===== src/rtl/mic_peak_tracker_if.sv =====
// Sample stream from the mic capture block plus the amplitude outputs
// consumed by the circle visualiser.
interface mic_peak_tracker_if;
  logic        sample_valid;
  logic [11:0] mic_in;
  logic [9:0]  wave_sample;
  logic        wave_valid;
  logic [9:0]  peak_raw;

  modport master (
    output sample_valid,
    output mic_in,
    input  wave_sample,
    input  wave_valid,
    input  peak_raw
  );

  modport slave (
    input  sample_valid,
    input  mic_in,
    output wave_sample,
    output wave_valid,
    output peak_raw
  );
endinterface


===== src/rtl/mic_peak_tracker.sv =====
// Windowed peak tracker: turns 12-bit mic samples into a 10-bit amplitude
// level with instant attack and linear per-window decay.
module mic_peak_tracker #(
  parameter int unsigned WINDOW   = 1024,
  parameter int unsigned DECAY    = 8,
  parameter int unsigned MIDSCALE = 2048
) (
  input  logic              clk,
  input  logic              rst_n,
  mic_peak_tracker_if.slave bus_io
);

  localparam logic [11:0] MidCode   = 12'(MIDSCALE);
  localparam logic [11:0] MagLimit  = 12'd2047;
  localparam logic [15:0] LastCount = 16'(WINDOW - 1);
  localparam logic [9:0]  DecayStep = 10'(DECAY);

  typedef enum logic {ACCUM, UPDATE} state_t;

  state_t      state_q;
  logic        magValid_q;
  logic [11:0] mag_q;
  logic [11:0] diff_d;
  logic [11:0] mag_d;
  logic [9:0]  mag10_d;
  logic [9:0]  peakMax_d;
  logic [9:0]  waveNext_d;
  logic [15:0] winCount_q;
  logic [9:0]  runPeak_q;
  logic [9:0]  finalPeak_q;
  logic [9:0]  waveSample_q;
  logic [9:0]  peakRaw_q;
  logic        waveValid_q;

  // Magnitude about mid-scale; the single code below zero (2048) clips to 2047
  always_comb begin
    diff_d = '0;
    mag_d  = '0;
    if (bus_io.mic_in >= MidCode) begin
      diff_d = bus_io.mic_in - MidCode;
    end else begin
      diff_d = MidCode - bus_io.mic_in;
    end
    mag_d = (diff_d > MagLimit) ? MagLimit : diff_d;
  end

  // Stage 1: register the magnitude together with its valid bit
  always_ff @(posedge clk) begin
    if (!rst_n) begin
      magValid_q <= 1'b0;
      mag_q      <= '0;
    end else begin
      magValid_q <= bus_io.sample_valid;
      if (bus_io.sample_valid) begin
        mag_q <= mag_d;
      end
    end
  end

  // Stage 2 scaling to 10 bits, running max, and the attack/decay target
  always_comb begin
    mag10_d    = 10'(mag_q >> 1);
    peakMax_d  = (mag10_d > runPeak_q) ? mag10_d : runPeak_q;
    waveNext_d = finalPeak_q;
    if (finalPeak_q >= waveSample_q) begin
      waveNext_d = finalPeak_q;
    end else if ((waveSample_q - finalPeak_q) > DecayStep) begin
      waveNext_d = waveSample_q - DecayStep;
    end else begin
      waveNext_d = finalPeak_q;
    end
  end

  // Window FSM: accumulate the peak, then publish it for exactly one cycle
  always_ff @(posedge clk) begin
    if (!rst_n) begin
      state_q      <= ACCUM;
      winCount_q   <= '0;
      runPeak_q    <= '0;
      finalPeak_q  <= '0;
      waveSample_q <= '0;
      peakRaw_q    <= '0;
      waveValid_q  <= 1'b0;
    end else begin
      waveValid_q <= 1'b0;
      case (state_q)
        ACCUM: begin
          if (magValid_q) begin
            if (winCount_q == LastCount) begin
              finalPeak_q <= peakMax_d;
              runPeak_q   <= '0;
              winCount_q  <= '0;
              state_q     <= UPDATE;
            end else begin
              runPeak_q  <= peakMax_d;
              winCount_q <= winCount_q + 16'd1;
            end
          end
        end
        UPDATE: begin
          peakRaw_q    <= finalPeak_q;
          waveSample_q <= waveNext_d;
          waveValid_q  <= 1'b1;
          state_q      <= ACCUM;
          if (magValid_q) begin
            runPeak_q  <= mag10_d;
            winCount_q <= 16'd1;
          end
        end
      endcase
    end
  end

  assign bus_io.wave_sample = waveSample_q;
  assign bus_io.wave_valid  = waveValid_q;
  assign bus_io.peak_raw    = peakRaw_q;

endmodule


===== src/flat_wrapper.sv =====
// flat-port wrapper written by rule: the top's interface ports become plain ports
module mic_peak_tracker_flat 
#(
  parameter int unsigned WINDOW   = 1024,
  parameter int unsigned DECAY    = 8,
  parameter int unsigned MIDSCALE = 2048
)
  (clk, rst_n, bus_io_sample_valid, bus_io_mic_in, bus_io_wave_sample, bus_io_wave_valid, bus_io_peak_raw);
  mic_peak_tracker_if bus_io_i ();
  input  logic clk;
  input  logic rst_n;
  input wire logic [$bits(bus_io_i.sample_valid)-1:0] bus_io_sample_valid;
  input wire logic [$bits(bus_io_i.mic_in)-1:0] bus_io_mic_in;
  output wire logic [$bits(bus_io_i.wave_sample)-1:0] bus_io_wave_sample;
  output wire logic [$bits(bus_io_i.wave_valid)-1:0] bus_io_wave_valid;
  output wire logic [$bits(bus_io_i.peak_raw)-1:0] bus_io_peak_raw;
  assign bus_io_i.sample_valid = bus_io_sample_valid;
  assign bus_io_i.mic_in = bus_io_mic_in;
  assign bus_io_wave_sample = bus_io_i.wave_sample;
  assign bus_io_wave_valid = bus_io_i.wave_valid;
  assign bus_io_peak_raw = bus_io_i.peak_raw;
  mic_peak_tracker #(.WINDOW(WINDOW), .DECAY(DECAY), .MIDSCALE(MIDSCALE)) u_core (.clk(clk), .rst_n(rst_n), .bus_io(bus_io_i));
endmodule

===== config.mk =====
export PLATFORM = sky130hd
export DESIGN_NAME = mic_peak_tracker_flat
export DESIGN_NICKNAME = d
export VERILOG_FILES = /design/src/rtl/mic_peak_tracker_if.sv /design/src/rtl/mic_peak_tracker.sv /design/src/flat_wrapper.sv
export SDC_FILE = /design/constraint.sdc
export NUM_CORES = 1
export LEC_CHECK = 0
export CELL_PAD_IN_SITES_DETAIL_PLACEMENT = 1
export CELL_PAD_IN_SITES_GLOBAL_PLACEMENT = 1
export CORE_ASPECT_RATIO = 0.6
export CORE_MARGIN = 5
export CORE_UTILIZATION = 39
export DETAILED_ROUTE_END_ITERATION = 7
export GPL_ROUTABILITY_DRIVEN = 0
export PLACE_DENSITY = 0.77
export REMOVE_ABC_BUFFERS = 1
export SYNTH_ARGS = -nofsm -noshare
export SYNTH_HDL_FRONTEND = slang
export SYNTH_SLANG_ARGS = --single-unit
export TNS_END_PERCENT = 10

===== constraint.sdc =====
create_clock -name clk -period 2.7 [get_ports clk]
set_input_delay 0.405 -clock clk [delete_from_list [all_inputs] [get_ports clk]]
set_output_delay 0.405 -clock clk [all_outputs]
set_load 0.01 [all_outputs]

==> impl_metrics.toml, run 1 <==
[finish]
layout.cells.most_common = "dfxtp_1"
final_layout_size_suffix_gt1_frac = 0.189
final_core_util = 0.537
final_design_area_no_fill_um2 = 5010
layout.cells.most_common_list = "dfxtp_1 (65), buf_4 (53), nor2_1 (50), nand2_1 (39), clkdlybuf4s50_1 (35)"
finalNetCount = 576
area_growth_syn_to_layout_pct = 32.2
final_cells = 671
antenna-diode-count = 0

[sta]
worst_slew_pin_slew_ns = 0.520
final.min_clock_period_ns = 2.81
rsz_0062_raised_after_global_routing = "true"
max_freq_mhz = 356
maxSlewHeadroom = 0.653
worst_clock_skew_ns = 0.00695
timing.final.crit_share = 1.04
setup_viol = 10
final-hold-violation-count = 0
final_critical_path_setup_slack_ns = -0.108
slew_violations = 0

[global_routing]
antenna_found_initial = 0
number_of_global_route_vias_before_repair = 3836
pin_count_of_the_biggest_net_entering_global_routing = 22
grt_pass1_wl_um = 19600
grt.total_usage = 0.208
globalRouteOverflowTotal = 0

[critical_path]
worst_r2r_endpoint = "u_core.bus_io.wave_sample[9]$_SDFFE_PN0P_"
r2r-start = "u_core.finalPeak_q[6]$_SDFFE_PN0P_"
cp_max_fo = 7
crit_type = "flop to flop"
worstSetupStartpointType = "flop"
worst_setup_path_end_kind = "flop"
ff2ff_setup_slack_ns = -0.11
rr_worst_depth = 12
cp_data_arrival_time_ns = 3.02
timing.critical_path.required_ns = 2.91

[drt]
number_of_iterations_in_the_first_detailed_routing_pass = 4
ant_nets = 0
via_count = 3699
drt_first_iter_violations = 220
detail_route.wirelength_um = 11900
viasPerCell = 5.51
remaining_drc_errors = 0
avgRoutedWirePerCell_um = 17.7

[clock_tree]
cts_sinks = 69
numCtsBuffers = 9
ctsRootBufferMaster = "clkbuf_16"
htreeDepth = 3
clk_pin_slew_ns = 0.05
clock_latency_ns = 0.33
ctsLongestPathBuffers = 2
ctsHoldBuffers = 0
tritoncts = "done"

[pwr]
p_int_mw = 1.77
seq_power_share = 0.457
power_density_nw_per_um2 = 464
power.share.clock = 0.448
netSwitchingFraction = 0.239
combPwrFrac = 0.095
net-switching-power_uw = 555
vdd_ir_drop_max_mv = 0.330
p_leak_nw = 1.93

[placement]
place.port_buffers = 35
count_of_placed_standard_cells_including_taps = 650
placed_cell_area_um2 = 4580
dp_hpwl_um = 9070
preCtsSetupSlack_ns = -0.447

[floorplanning]
die-width_um = 137
floorplan.initialDensity = 0.406
design.die.area_um2 = 11900
die_h_um = 86.3
std_cell_rows = 27
core-area_um2 = 9320
floorplan.io_pins = 36

[synth]
post_synth_instance_area_um2 = 3790
ys_seq_elements = 69
synth_edf_count = 0
postSynth.topFlopCell = "dfxtp_1"
gate_count_after_technology_mapping = 457
syn_avg_cell_area_um2 = 8.29
asyncSetResetFlopFracSynth = 0
synth_sequential_area_ratio = 0.365
netlist.top_cell.by_area = "dfxtp_1"
netlist_top_cells_area = "dfxtp_1 (36%), ha_1 (7.6%), nor2_1 (5.4%)"
synthesis.yosys.warnings = 0
post_synth_num_cell_types = 52
synth_top_cell_area_share = 0.365

[run]
timing.max_cap.violations = 0

[hold_path]
hold_path_startpoint = "u_core.bus_io.peak_raw[5]$_SDFFE_PN0P_"
hold_path.class = "flop to flop"
timing.hold.worst_endpoint = "u_core.bus_io.peak_raw[5]$_SDFFE_PN0P_"
timing.hold.worst_path_depth = 2

[status]
violations_in_the_final_reports = "setup timing"
status = "complete, but fails checks"
logic make-up (layout without fill, tap and decap cells):
group | count (synthesis) | after routing | synth area share
AO/OA/AOI/OAI | 119 | 119 | 0.215
XOR/XNOR | 25 | 25 | 0.0578
adder cells (fa/ha/maj) | 24 | 24 | 0.0812
buffers and inverters | 53 | 137 | 0.0532
flip-flops | 69 | 69 | 0.365
multiplexers | 10 | 10 | 0.0264
AND/OR/NAND/NOR | 157 | 157 | 0.201
metal layers:
layer  GRT usage  vias up  share of wire
met1       0.294     1845           0.51
li1            -     1776              -
met3      0.0505       12          0.040
met2       0.320       66           0.44
met4      0.0462        0          0.010
met5           0        -              0
final cells by class:
type                            count  area (µm²)
Fill cell                        1111        4310
Multi-Input combinational cell    335        2320
Clock inverter                      2        10.0
Sequential cell                    69        1390
Clock buffer                       13         250
Inverter                           34         128
Tap cell                          130         163
Timing Repair Buffer               88         748
worst max-delay path by stage:
stage | to | slack, ns | start | cells past startpoint
after global placement | u_core.bus_io.wave_sample[0]$_SDFFE_PN0P_ | -0.23 | u_core.bus_io.wave_sample[0]$_SDFFE_PN0P_ | 11
after global routing | u_core.bus_io.wave_sample[4]$_SDFFE_PN0P_ | -0.18 | u_core.finalPeak_q[6]$_SDFFE_PN0P_ | 12
after detailed placement | u_core.bus_io.wave_sample[0]$_SDFFE_PN0P_ | -0.45 | u_core.bus_io.wave_sample[0]$_SDFFE_PN0P_ | 11
after CTS | u_core.bus_io.wave_sample[0]$_SDFFE_PN0P_ | -0.11 | u_core.bus_io.wave_sample[0]$_SDFFE_PN0P_ | 11
after floorplan | u_core.bus_io.wave_sample[4]$_SDFFE_PN0P_ | -0.18 | u_core.bus_io.wave_sample[0]$_SDFFE_PN0P_ | 11
final | u_core.bus_io.wave_sample[9]$_SDFFE_PN0P_ | -0.11 | u_core.finalPeak_q[6]$_SDFFE_PN0P_ | 12
Yosys cell counts (all sizes together) (8+ instances only):
master   n
dfxtp   69
nor2    55
nand2   39
a21oi   37
inv     33
a211oi  26
ha      23
o21ai   18
clkbuf  15
xnor2   14
nand4   11
xor2    11
a22o    10
mux2i   10
nor2b   10
nor3     8
what timing repair did:
item                                    CTS  global route
pin swaps                                15            11
endpoints found under the hold margin     0             0
gates cloned                              0             0
endpoints found under the setup margin   13            20
setup buffers                             4             2
resized for setup                        22             9
power by group through the flow:
| stage | clock network (mW) | logic [mW] | registers, mW |
|---|---|---|---|
| after floorplan | 0 | 0.124 | 1.07 |
| after global placement | 0 | 0.206 | 1.08 |
| after detailed placement | 0 | 0.215 | 1.08 |
| after CTS | 1.06 | 0.220 | 1.06 |
| after global routing | 1.12 | 0.248 | 1.06 |
| final | 1.04 | 0.221 | 1.06 |
worst max-delay path, cell delays in order, from the launching register on:
cell and delay (ns):
dfxtp_1 0.33, inv_1 0.07, ha_1 0.32, buf_4 0.16, a221oi_2 0.20, nor2_2 0.08
nor4_2 0.30, o32ai_2 0.18, buf_4 0.16, nor4b_2 0.28, buf_4 0.21, a211oi_1 0.08
o31a_1 0.31
per-stage QoR:
| step | total power, mW | setup TNS (ns) | hold slack [ns] |
|---|---|---|---|
| CTS | 2.34 | -0.596 | 0.471 |
| detailed placement | 1.30 | -3.60 | 0.456 |
| floorplan | 1.20 | -0.831 | 0.442 |
| finish | 2.32 | -0.849 | 0.469 |
| global route | 2.43 | -1.70 | 0.489 |
| global placement | 1.29 | -1.73 | 0.455 |
flip-flops by register name (all words and copies together), names as in the netlist:
signal	count
u_core.winCount_q	16
u_core.state_q	1
u_core.bus_io.wave_valid	1
u_core.magValid_q	1
u_core.runPeak_q	10
u_core.mag_q	10
u_core.bus_io.peak_raw	10
u_core.finalPeak_q	10
u_core.bus_io.wave_sample	10
(Power assumes the default switching activity.)
==> run 2, diff against run 1 <==
==> constraint.sdc (replaced) <==
create_clock -name clk -period 2.7 [get_ports clk]
set_input_delay 0.54 -clock clk [delete_from_list [all_inputs] [get_ports clk]]
set_output_delay 0.54 -clock clk [all_outputs]
set_load 0.01 [all_outputs]
==> run 2 against run 1 <==
Net effect: the run still ends with setup timing left; fmax fell by 2.1%; clock power grew 7%; utilization decreased by 0.39 points; via count shrank 3.3%; critical endpoint is now u_core.bus_io.wave_sample[4]$_SDFFE_PN0P_; clock skew down 0.00063 ns; die area did not move; highest routed layer unchanged; first-iteration DRC count down 25%; final area is 0.72% lower.
==> impl_metrics.toml, run 2 (synthesis results as in run 1) <==
[status]
status = "complete, but fails checks"
violations_in_the_final_reports = "setup timing"

[pwr]
p_leak_nw = 1.89
net-switching-power_uw = 574
p_int_mw = 1.82
power_density_nw_per_um2 = 482
seq_power_share = 0.443
power.share.clock = 0.465
vdd_ir_drop_max_mv = 0.354
netSwitchingFraction = 0.240
combPwrFrac = 0.092

[sta]
final-hold-violation-count = 0
rsz_0062_raised_after_global_routing = "true"
final_critical_path_setup_slack_ns = -0.170
worst_slew_pin_slew_ns = 0.635
maxSlewHeadroom = 0.574
final.min_clock_period_ns = 2.87
slew_violations = 0
timing.final.crit_share = 1.06
worst_clock_skew_ns = 0.00632
fin_tns_setup_ns = -1.18
setup_viol = 10
max_freq_mhz = 348

[drt]
via_count = 3577
dr_wl_met3_um = 469
number_of_iterations_in_the_first_detailed_routing_pass = 4
route.top_layer_used = "met4"
drt_first_iter_violations = 166
met2_wirelength_um = 5320
ant_nets = 0
viasPerCell = 5.39
detail_route.wirelength_um = 11800
remaining_drc_errors = 0
length_of_routed_wiring_on_met1_um = 5890
avgRoutedWirePerCell_um = 17.8

[clock_tree]
ctsRootBufferMaster = "clkbuf_16"
clk_pin_slew_ns = 0.05
ctsLongestPathBuffers = 2
htreeDepth = 3
cts_sinks = 69
ctsHoldBuffers = 0
tritoncts = "done"
numCtsBuffers = 9
clock_latency_ns = 0.34

[finish]
layout.cells.most_common_list = "dfxtp_1 (66), nor2_1 (51), buf_4 (45), nand2_1 (39), clkdlybuf4s50_1 (35)"
area_growth_syn_to_layout_pct = 31.3
largest_register_ff_count = 16
antenna-diode-count = 0
finalNetCount = 569
final_core_util = 0.533
layout.cells.most_common = "dfxtp_1"
final_layout_size_suffix_gt1_frac = 0.172
registers.top_by_ff_count = "u_core.winCount_q"

[hold_path]
hold_path.class = "flop to flop"

[critical_path]
cp_data_arrival_time_ns = 3.15
worstSetupStartpointType = "flop"
ff2ff_setup_slack_ns = -0.17
cp_max_fo = 4
worst_setup_path_end_kind = "flop"
timing.critical_path.required_ns = 2.98
crit_type = "flop to flop"

[run]
timing.max_cap.violations = 0

[floorplanning]
core-area_um2 = 9320
floorplan.io_pins = 36
die-width_um = 137
std_cell_rows = 27
die_h_um = 86.3
design.die.area_um2 = 11900
floorplan.initialDensity = 0.406

[placement]
dp_hpwl_um = 8810
place.port_buffers = 35
preCtsSetupSlack_ns = -0.389

[global_routing]
pin_count_of_the_biggest_net_entering_global_routing = 23
antenna_found_initial = 0
grt_pass1_wl_um = 19800
number_of_global_route_vias_before_repair = 3841
globalRouteOverflowTotal = 0
grt.total_usage = 0.212
run 2: cell count changes in the layout (fill, tap and decap cells not counted), moves of 2 or more:
cell      delta
buf_4        -8
clkbuf_8     +2
inv_1        +2
a21oi_2      +3
a21oi_1      -3
nor2_2       -2
inv_2        -2
run 2: final cells by class:
cell class	instances	area (µm²)
clock buffers	14	274
clock inverters	1	5.00
fillers	1115	4350
inverters	34	128
multi-input cells	335	2320
flip-flops and latches	69	1390
well taps	130	163
repair buffers	81	699
run 2: what timing repair did:
item	in CTS	in global routing
buffers inserted	2	1
resized for setup	20	9
endpoints found under the setup margin	10	20
pin swaps	12	9
run 2: path summary, 6_finish.rpt:
kind,endpoint,from,depth (start not counted)
setup / recovery,u_core.bus_io.wave_sample[4]$_SDFFE_PN0P_,u_core.bus_io.wave_sample[0]$_SDFFE_PN0P_,11
hold / removal,u_core.bus_io.peak_raw[6]$_SDFFE_PN0P_,u_core.bus_io.peak_raw[6]$_SDFFE_PN0P_,2
setup reg to reg,u_core.bus_io.wave_sample[4]$_SDFFE_PN0P_,u_core.bus_io.wave_sample[0]$_SDFFE_PN0P_,11
hold reg to reg,u_core.bus_io.peak_raw[6]$_SDFFE_PN0P_,u_core.bus_io.peak_raw[6]$_SDFFE_PN0P_,2
run 2: power by group through the flow:
stage	Sequential, mW	Combinational [mW]	Clock [mW]
floorplan	1.07	0.124	0
global placement	1.08	0.205	0
detailed placement	1.08	0.217	0
CTS	1.06	0.221	1.13
global route	1.06	0.247	1.18
finish	1.06	0.221	1.11
run 2: critical path: stages (launching register included):
cell	delay, ns
dfxtp_2	0.32
inv_2	0.06
ha_4	0.13
inv_2	0.04
fa_2	0.39
a21o_1	0.19
a211oi_2	0.21
o2111ai_1	0.17
a21o_1	0.22
or4b_4	0.59
a2111oi_4	0.32
a311o_1	0.17
run 2: routing by layer:
layer | vias up | track usage
met5 | - | 0
met4 | 0 | 0.0598
met3 | 12 | 0.0481
met2 | 64 | 0.334
met1 | 1744 | 0.293
li1 | 1757 | -
run 2: per-stage QoR:
stage / power (mW) / instances / instance area (µm²) / hold slack [ns]
2_1_floorplan: 1.20 / 438 / 3710 / 0.442
3_3_place_gp: 1.29 / 646 / 4550 / 0.454
3_5_place_dp: 1.30 / 646 / 4550 / 0.462
4_1_cts: 2.42 / 663 / 4920 / 0.470
5_1_grt: 2.49 / 664 / 4970 / 0.487
6_report: 2.40 / 664 / 4970 / 0.466
